`src/rtl/bt_status_tx.sv`:
```
// Bluetooth status transmitter: watches the command receiver's song/pause/volume state and
// the player's finish pulse, and sends a 4-byte 8N1 UART status frame whenever they change.
module bt_status_tx #(
  parameter int unsigned CLK_FREQ = 100000000,
  parameter int unsigned BAUD     = 9600
) (
  input  logic        clk,
  input  logic        rst_n,
  input  logic        i_song_select,
  input  logic        i_pause,
  input  logic [15:0] i_vol,
  input  logic        i_finish,
  output logic        o_tx,
  output logic        o_busy,
  output logic        o_frame_done
);

  localparam int unsigned RawClks      = CLK_FREQ / BAUD;
  localparam int unsigned ClksPerBit   = (RawClks < 2) ? 2 : RawClks;
  localparam int unsigned CntW         = $clog2(ClksPerBit);
  localparam logic [CntW-1:0] CntLast  = CntW'(ClksPerBit - 1);
  localparam logic [7:0]      Header   = 8'hA5;

  typedef enum logic [2:0] {StIdle, StLoad, StStart, StData, StStop} state_e;

  state_e          state_q, state_d;
  logic [CntW-1:0] cnt_q, cnt_d;
  logic [2:0]      bit_q, bit_d;
  logic [1:0]      byte_q, byte_d;
  logic            load;

  logic            song_q, pause_q, pending_q, finish_q;
  logic [7:0]      vol_hi_q;
  logic [7:0]      status_q, vol_snap_q, csum_q;
  logic [7:0]      status_now, cur_byte;
  logic            evt, cnt_last;
  logic            tx_q, tx_d;

  // Only the volume high byte is reported, so low-byte changes are not events.
  assign evt = (i_song_select != song_q) | (i_pause != pause_q) |
               (i_vol[15:8] != vol_hi_q) | i_finish;

  assign status_now = {5'b0, finish_q, pause_q, song_q};

  always_ff @(posedge clk or negedge rst_n) begin
    if (!rst_n) begin
      song_q     <= 1'b0;
      pause_q    <= 1'b0;
      vol_hi_q   <= 8'hFF;
      pending_q  <= 1'b0;
      finish_q   <= 1'b0;
      status_q   <= 8'h00;
      vol_snap_q <= 8'h00;
      csum_q     <= 8'h00;
    end else begin
      if (evt) begin
        song_q   <= i_song_select;
        pause_q  <= i_pause;
        vol_hi_q <= i_vol[15:8];
      end
      // A new event in the LOAD cycle wins over the clear, so it is never lost.
      pending_q <= evt | (pending_q & ~load);
      finish_q  <= i_finish | (finish_q & ~load);
      if (load) begin
        status_q   <= status_now;
        vol_snap_q <= vol_hi_q;
        csum_q     <= Header ^ status_now ^ vol_hi_q;
      end
    end
  end

  assign cnt_last = (cnt_q == CntLast);

  always_comb begin
    state_d = state_q;
    cnt_d   = cnt_q;
    bit_d   = bit_q;
    byte_d  = byte_q;
    load    = 1'b0;
    case (state_q)
      StIdle: begin
        if (pending_q) state_d = StLoad;
      end
      StLoad: begin
        load    = 1'b1;
        cnt_d   = '0;
        bit_d   = 3'd0;
        byte_d  = 2'd0;
        state_d = StStart;
      end
      StStart: begin
        if (cnt_last) begin
          cnt_d   = '0;
          bit_d   = 3'd0;
          state_d = StData;
        end else begin
          cnt_d = cnt_q + 1'b1;
        end
      end
      StData: begin
        if (cnt_last) begin
          cnt_d = '0;
          if (bit_q == 3'd7) state_d = StStop;
          else               bit_d   = bit_q + 3'd1;
        end else begin
          cnt_d = cnt_q + 1'b1;
        end
      end
      StStop: begin
        if (cnt_last) begin
          cnt_d = '0;
          if (byte_q == 2'd3) begin
            state_d = StIdle;
          end else begin
            byte_d  = byte_q + 2'd1;
            state_d = StStart;
          end
        end else begin
          cnt_d = cnt_q + 1'b1;
        end
      end
      default: state_d = StIdle;
    endcase
  end

  always_comb begin
    cur_byte = Header;
    case (byte_d)
      2'd0:    cur_byte = Header;
      2'd1:    cur_byte = status_q;
      2'd2:    cur_byte = vol_snap_q;
      default: cur_byte = csum_q;
    endcase
  end

  // The line level is computed from the next state so the registered o_tx lines up with it.
  always_comb begin
    tx_d = 1'b1;
    case (state_d)
      StStart: tx_d = 1'b0;
      StData:  tx_d = cur_byte[bit_d];
      default: tx_d = 1'b1;
    endcase
  end

  always_ff @(posedge clk or negedge rst_n) begin
    if (!rst_n) begin
      state_q <= StIdle;
      cnt_q   <= '0;
      bit_q   <= 3'd0;
      byte_q  <= 2'd0;
      tx_q    <= 1'b1;
    end else begin
      state_q <= state_d;
      cnt_q   <= cnt_d;
      bit_q   <= bit_d;
      byte_q  <= byte_d;
      tx_q    <= tx_d;
    end
  end

  assign o_tx         = tx_q;
  assign o_busy       = (state_q != StIdle);
  assign o_frame_done = (state_q == StStop) && (byte_q == 2'd3) && cnt_last;

endmodule

```
`config.mk`:
```
export PLATFORM = sky130hd
export DESIGN_NAME = bt_status_tx
export DESIGN_NICKNAME = d
export VERILOG_FILES = /design/src/rtl/bt_status_tx.sv
export SDC_FILE = /design/constraint.sdc
export NUM_CORES = 1
export LEC_CHECK = 0
export CORE_UTILIZATION = 50
export DETAILED_ROUTE_END_ITERATION = 12
export PLACE_DENSITY_LB_ADDON = 0.12
export SYNTH_ARGS = -nofsm -noshare
export SYNTH_HDL_FRONTEND = slang
export SYNTH_SLANG_ARGS = --single-unit
```
`constraint.sdc`:
```
create_clock -name clk -period 6.3 [get_ports clk]
set_input_delay 1.89 -clock clk [delete_from_list [all_inputs] [get_ports clk]]
set_output_delay 1.89 -clock clk [all_outputs]
set_load 0.05 [all_outputs]
```
* Word level (Yosys, flattened, before mapping) *
Cells that the tools add are included.

word-level totals
  input bits = 21
  output and inout bits = 3
  register bits after elaboration = 54
  word-level logic and storage cells = 69

operators by class
  muxes and demuxes = 21
  add/sub/neg operators = 3
  eq/ne operators = 14
  reductions and logical operators = 7
  magnitude comparators = 1
  bitwise operators = 10

operators by type and width
  cell                                                count
  one-hot mux 14 bit (2 select lines)                 1
  two-way mux 3 bit                                   8
  one-hot mux 8 bit (3 select lines)                  1
  one-hot mux 3 bit (5 select lines)                  1
  adder 14 x 1 -> 14 bit, second input constant       1
  == test 14 bit, second input constant               1
  two-way mux 14 bit                                  1
  == test 3 x 2 -> 1 bit, second input constant       4
  one-hot mux 3 bit (3 select lines)                  1
  inequality test 8 bit                               1
  bitwise XOR 8 bit                                   1
  == test 3 bit, second input constant                2
  two-way mux 2 bit                                   3
  OR 1 bit                                            5
  == test 2 bit, second input constant                2
  < comparator 3 x 4 -> 1 bit, second input constant  1
  NOT 2 -> 4 bit                                      1
  one-hot mux 2 bit (2 select lines)                  1
  adder 3 x 1 -> 3 bit, second input constant         1
  binary-select mux 1 bit (select 3 bit)              1
  == test 3 x 1 -> 1 bit, second input constant       1
  logical NOT 3 bit                                   1
  nonzero test 3 bit                                  1
  OR reduction 3 bit                                  1
  10 further kinds                                    14

* Depth between registers and ports, before layout *
Gate-level depths: netlist of run 1.

  depth after elaboration = 9
  gate-level depth with buffers = 10
  mapped depth without buffers = 9

* Least setup slack after synthesis of run 1 *
Ideal clock, no wire load.

  kind = reg2out
  from = reg cnt_q[0]
  to = out o_frame_done
  data required time = 4.410 ns
  buffers on the path = 2
  data arrival time = 1.944 ns
  slack = 2.466 ns
  cell stages (with the launch flop) = 8
  cell sequence = dfrtp_1 > ha_1 > and4_1 > and4_1 > buf_6 > buf_6 > nand2_1 > nor2_1

on the way
  word-level cells in the longest chain between the ends = 2

ends and longest elaborated chain
  item                    line  RTL
  start, declared         27    logic [CntW-1:0] cnt_q, cnt_d;
  start signal, assigned  155   cnt_q <= cnt_d;
  == test 14 bit          72    assign cnt_last = (cnt_q == CntLast);
  logical AND 1 bit       164   assign o_frame_done = (state_q == StStop) && (byte_q == 2'd3) && cnt_last;
  end, declared           15    output logic o_frame_done

No other way between the ends.

* Final worst setup path of run 1 *
Same ends and word-level chain as after synthesis.

==> results of run 1 <==
-- final cells by class --
type,instances,area share
flip-flops and latches,51,0.442
multi-input cells,208,0.433
repair buffers,17,0.0550
well taps,70,0.0301
clock buffers,6,0.0249
inverters,7,0.00902
clock inverters,2,0.00601
-- critical path: stages, from the launching register on --
cell,delay (ps)
dfrtp_1,410
ha_1,230
and4_1,240
and4_1,560
nand2_1,150
nor2_1,160
clkdlybuf4s50_1,810
-- layout by cell type (no fill, tap or decap), types with 2 or more instances in the layout --
cell              n
a21oi_1           8
a22o_1            2
clkdlybuf4s50_1  14
o21ai_0          29
clkbuf_8          5
a311oi_1          2
a31oi_1           2
a21o_1            2
nor4_1            3
clkinv_4          2
buf_4             2
nor3_1            3
dfrtp_1          42
nand3_1          10
nand2_1          60
xnor2_1           7
dfstp_2           9
nand4_1           8
and3_1            4
xor2_1           10
and4_1            2
nor2_1           15
ha_1              2
inv_1             7
a32o_1            2
-- cells by family after synthesis --
family / count (synthesis) / share of synthesized area
AND/OR/NAND/NOR: 122 / 0.223
AO/OA/AOI/OAI: 64 / 0.164
flip-flops: 51 / 0.474
buffers and inverters: 30 / 0.0627
XOR/XNOR: 17 / 0.0549
adder cells (fa/ha/maj): 3 / 0.0129
multiplexers: 2 / 0.00784
-- power groups by stage --
stage	clock network, W	registers, W	logic (W)
finish	0.000192	0.000345	0.0000280
global route	0.000211	0.000347	0.0000325
CTS	0.000199	0.000346	0.0000290
detailed placement	0	0.000352	0.0000289
global placement	0	0.000352	0.0000283
floorplan	0	0.000350	0.0000133
-- flip-flops by register name, summed over array words and instances, names as in the netlist --
signal	flops
csum_q	5
cnt_q	14
o_tx	1
status_q	3
finish_q	1
bit_q	3
state_q	3
byte_q	2
vol_snap_q	8
pending_q	1
vol_hi_q	8
pause_q	1
song_q	1
-- metrics by stage --
| stage | utilization | hold slack [ps] | cells | cell area (um2) |
|---|---|---|---|---|
| global route | 0.563 | 519 | 361 | 2910 |
| finish | 0.563 | 487 | 361 | 2910 |
| global placement | 0.546 | 463 | 353 | 2820 |
| CTS | 0.563 | 496 | 361 | 2910 |
| detailed placement | 0.546 | 472 | 353 | 2820 |
| floorplan | - | 439 | 289 | 2710 |
-- worst paths after layout --
check                                     startpoint                   endpoint  slack (ps)
max                             cnt_q[0]$_DFFE_PN0P_               o_frame_done        1550
min                        vol_snap_q[0]$_DFFE_PN0P_  vol_snap_q[0]$_DFFE_PN0P_         490
max reg2reg                     cnt_q[0]$_DFFE_PN0P_             o_tx$_DFF_PN1_        3470
min reg2reg                vol_snap_q[0]$_DFFE_PN0P_  vol_snap_q[0]$_DFFE_PN0P_         490
max in group asynchronous                      rst_n         finish_q$_DFF_PN0_        4190
min in group asynchronous                      rst_n       cnt_q[3]$_DFFE_PN0P_        1690
-- layer usage --
layer / part of all wire / routed length, um / vias up
met5: 0 / 0 / -
met4: 0.015 / 77 / 0
met3: 0.022 / 113 / 7
met2: 0.47 / 2430 / 24
met1: 0.49 / 2500 / 990
li1: - / - / 1015
==> results.md, run 1 <==
- Final setup vio count: 0
- Yosys warns: 0
- First-pass iteration count of the detailed router: 4
- Row count: 26
- WS Path Type: reg -> out
- I/O pin cnt: 24
- Port buffer count: 15
- Vias: 2036
- CP arrival: 2860 ps
- Final worst setup slack: 1550 ps
- Hpwl dp: 3.51 mm
- Mapped cell area: 0.00271 mm2
- Filler Cell Count: 478
- Net Sw Frac: 0.235
- Die ar.: 0.00573 mm2
- Synth top cells by count: nand2_1 (60), dfrtp_1 (42), o21ai_0 (29), clkbuf_1 (16), nor2_1 (15)
- Synth Flop Type: dfrtp_1
- Area growth from synthesis to layout: 7.33%
- DR WL/cell: 14.2 um
- # Max-Cap Violations: 0
- Final TNS setup: 0 ps
- Tmin final: 4750 ps
- Number of cells on the worst reg-to-reg path: 8
- Yosys top cell area share: 0.387
- # clock sinks: 51
- FMAX: 0.211 GHz
- Synth top area cells: dfrtp_1 (39%), dfstp_2 (8.7%), nand2_1 (8.3%), o21ai_0 (5.3%), xor2_1 (3.2%)
- Number of routed nets with antenna violations: 0
- Post-synth cell types: 60
- Reg area: 0.00129 mm2
- Via density: 5.64
- RSZ-0062 raised after global routing: false
- Post_cts resized: 0
- Setup WS pre-CTS: 1860 ps
- Power per cell area: 194 mW/mm2
- Psw: 0.000133 W
- Starting DRT DRC Count: 86
- Clock Skew: 9.16 ps
- Largest net degree at the start of global routing: 52
- Placeable Area: 0.00517 mm2
- Crit Path Max Fanout: 15
- Post-Syn Nets: 312
- Num CTS Buffers: 5
- Comb pwr share: 0.049
- Fin. Hold Viols: 0
- Gr ovfl total: 0
- Startpoint type of the worst setup path: register
- Post-CTS setup buffers: 0
- Tot Pwr: 0.000566 W
- RePlAce Congestion: 0.808
- Hold_buf cts: 0
- Worst Hold Depth: 2
- Number of global-route vias before repair: 1824
- Met3 Use GR: 0.0397
- Grt met1 use: 0.264
- CP Capture Type: output pin
- Later-pin clock latency in the skew report: 310 ps
- HP Class: reg -> reg
- Initial antenna violation count: 0
- Final period util: 0.754
- Post-synth EDFFs: 0
- P_int: 0.000432 W
- Max VDD drop: 0.140 mV
- Clock network power share: 0.340
- Reg clk slew, reported paths: 90 ps
- Seq/Total Area, Yosys: 0.474
- Post-Syn Instances: 289
- First-pass GRT wire length: 8.55 mm
- Routing usage on met2: 0.327
- Horiz. Die Dim: 75.7 um
- Root Buffer: clkbuf_8
- Chip height: 75.7 um
- Final max-slew violation count: 0
- Critical path data required time: 4410 ps
- FFs w/ async S/R, synth: 1.00
- CTS tree: done
- Number of inserted diodes: 0
- Net count, final: 313
- Worst Tran Pin Value: 718 ps
- Gr usage total: 0.200
- Syn avg cell area: 9.39 um2
- DRC Markers: 0
- Share of cells above drive strength 1: 0.124
- Reg power frac: 0.611
- FF+latch count, synth: 51
- Area of the multi-input gates: 0.00126 mm2
- Initial Util: 0.525
- Maximum clock path buffer count: 2
- Leakage: 1.23 nW
- Most common cell in the netlist: nand2_1
- Slew headroom: 0.521
- Largest area contributor in the netlist: dfrtp_1
- Status: complete, no violations
- Final WL: 5.13 mm
- Grt peak-use layer: met2
- Htree depth: 2
No activity file was read; power rests on OpenSTA's default activity.
==> run 2: changes to the inputs <==
==> constraint.sdc (replaced) <==
create_clock -name clk -period 4.2 [get_ports clk]
set_input_delay 1.26 -clock clk [delete_from_list [all_inputs] [get_ports clk]]
set_output_delay 1.26 -clock clk [all_outputs]
set_load 0.05 [all_outputs]
==> results.md, run 2 (synthesis results as in run 1) <==
- Status: complete, no violations
- RePlAce Congestion: 0.831
- Die ar.: 0.00573 mm2
- Clock Skew: 5.23 ps
- Setup slack, reg-to-reg: 1580 ps
- Tot Pwr: 0.000909 W
- Port buffer count: 15
- I/O pin cnt: 24
- Gr ovfl total: 0
- CTS tree: done
- CP arrival: 2430 ps
- Maximum clock path buffer count: 2
- Setup WS pre-CTS: 838 ps
- Via density: 5.57
- Final TNS setup: 0 ps
- Later-pin clock latency in the skew report: 300 ps
- WP depth: 6
- CP max stage delay: 810 ps
- First-pass iteration count of the detailed router: 4
- Most frequent cells in the layout: nand2_1 (60), dfrtp_1 (42), o21ai_0 (29), nor2_1 (15), clkdlybuf4s50_1 (14)
- # Max-Cap Violations: 0
- Root Buffer: clkbuf_8
- Startpoint type of the worst setup path: register
- Final setup vio count: 0
- Met2 routed WL: 2.60 mm
- Leakage: 1.25 nW
- Power per cell area: 308 mW/mm2
- CP top delay family: buffers and inverters
- Htree depth: 2
- DRC Markers: 0
- Horiz. Die Dim: 75.7 um
- Number of routed nets with antenna violations: 0
- Post-CTS setup buffers: 0
- CP Capture Type: output pin
- Critical R2R Launch: cnt_q[0]$_DFFE_PN0P_
- Critical path's slowest cell: clkdlybuf4s50_1
- Initial Util: 0.525
- Met3 WL post-DR: 126 um
- Largest regs: cnt_q (14), vol_hi_q (8), vol_snap_q (8)
- Slew headroom: 0.511
- Net count, final: 315
- Initial antenna violation count: 0
- Gr usage total: 0.207
- Area growth from synthesis to layout: 8.67%
- Post_cts resized: 0
- Critical path data required time: 2940 ps
- Final worst setup slack: 505 ps
- RR Endpoint: o_tx$_DFF_PN1_
- Tmin final: 3690 ps
- DRT met1 WL: 2.49 mm
- Share of cells above drive strength 1: 0.130
- Hold_buf cts: 0
- First-pass GRT wire length: 8.80 mm
- Crit-path cells: ha_1 > and4_1 > and4_1 > nand2_1 > nor2_1 > clkdlybuf4s50_1
- Number of global-route vias before repair: 1893
- Max VDD drop: 0.297 mV
- Placeable Area: 0.00517 mm2
- Crit Path Max Fanout: 5
- Largest net degree at the start of global routing: 32
- Commonest non-fill, non-tap cell in the layout: nand2_1
- FMAX: 0.271 GHz
- RSZ-0062 raised after global routing: false
- Starting DRT DRC Count: 146
- # clock sinks: 51
- Final max-slew violation count: 0
- DR WL/cell: 14.5 um
- Crit path capture: o_frame_done
- Buffers & Inverters on Critical Path: 1
- Num CTS Buffers: 5
- Final period util: 0.880
- Worst Tran Pin Value: 734 ps
- Final WL: 5.25 mm
- Largest Register: cnt_q
- Number of cells on the worst reg-to-reg path: 9
- HP Class: reg -> reg
- Top cell by count, worst path: and4_1
- Max reg flops: 14
- Number of inserted diodes: 0
- WS Path Type: reg -> out
- Hpwl dp: 3.70 mm
- Vias: 2023
- Top Layer Used: met4
- Filler Cell Count: 472
- CP Launch Point: cnt_q[0]$_DFFE_PN0P_
- Fin. Hold Viols: 0
- Row count: 26
- Reg clk slew, reported paths: 100 ps
- Chip height: 75.7 um
## run 2: per-stage QoR
stage / util / cells / hold WS (ps) / instance area [um2]
after floorplan: - / 289 / 439 / 2710
after global placement: 0.549 / 355 / 461 / 2840
after detailed placement: 0.549 / 355 / 459 / 2840
after CTS: 0.570 / 363 / 486 / 2950
after global routing: 0.570 / 363 / 513 / 2950
final: 0.570 / 363 / 480 / 2950
## run 2: worst reg2reg max path, cell delays in order, from the launching register on
cell       delay (ps)
dfrtp_1           420
ha_1              250
and4_1            220
and4_1            210
buf_4             190
and3_4            170
or4_4             520
o2111ai_2          90
a211oi_2          100
o41ai_2           340
## run 2: final cells by class
type	count	area [um2]	area share
Timing Repair Buffer	19	175	0.0594
Inverter	7	26.3	0.00891
Tap cell	70	87.6	0.0297
Multi-Input combinational cell	208	1260	0.428
Sequential cell	51	1290	0.437
Clock buffer	6	72.6	0.0246
Clock inverter	2	38.8	0.0132
## run 2: metal layers
metal	global-route usage	vias up
li1	-	1016
met1	0.270	977
met2	0.354	28
met3	0.0423	2
met4	0.0494	0
met5	0	-
## run 2: worst min path at each step
stage	to	slack [ps]	start	depth (start not counted)
floorplan	vol_snap_q[7]$_DFFE_PN0P_	440	vol_snap_q[7]$_DFFE_PN0P_	2
global placement	vol_snap_q[2]$_DFFE_PN0P_	460	vol_snap_q[2]$_DFFE_PN0P_	2
detailed placement	vol_snap_q[2]$_DFFE_PN0P_	460	vol_snap_q[2]$_DFFE_PN0P_	2
CTS	vol_snap_q[2]$_DFFE_PN0P_	490	vol_snap_q[2]$_DFFE_PN0P_	2
global route	vol_snap_q[4]$_DFFE_PN0P_	510	vol_hi_q[4]$_DFFE_PN1P_	2
finish	vol_snap_q[2]$_DFFE_PN0P_	480	vol_snap_q[2]$_DFFE_PN0P_	2
## run 2: power breakdown
group          leakage [nW]  switching, W  total (W)  internal [W]
sequential            0.599     0.0000102   0.000518      0.000508
clock                0.0558      0.000168   0.000348      0.000180
combinational         0.596     0.0000215  0.0000420     0.0000205
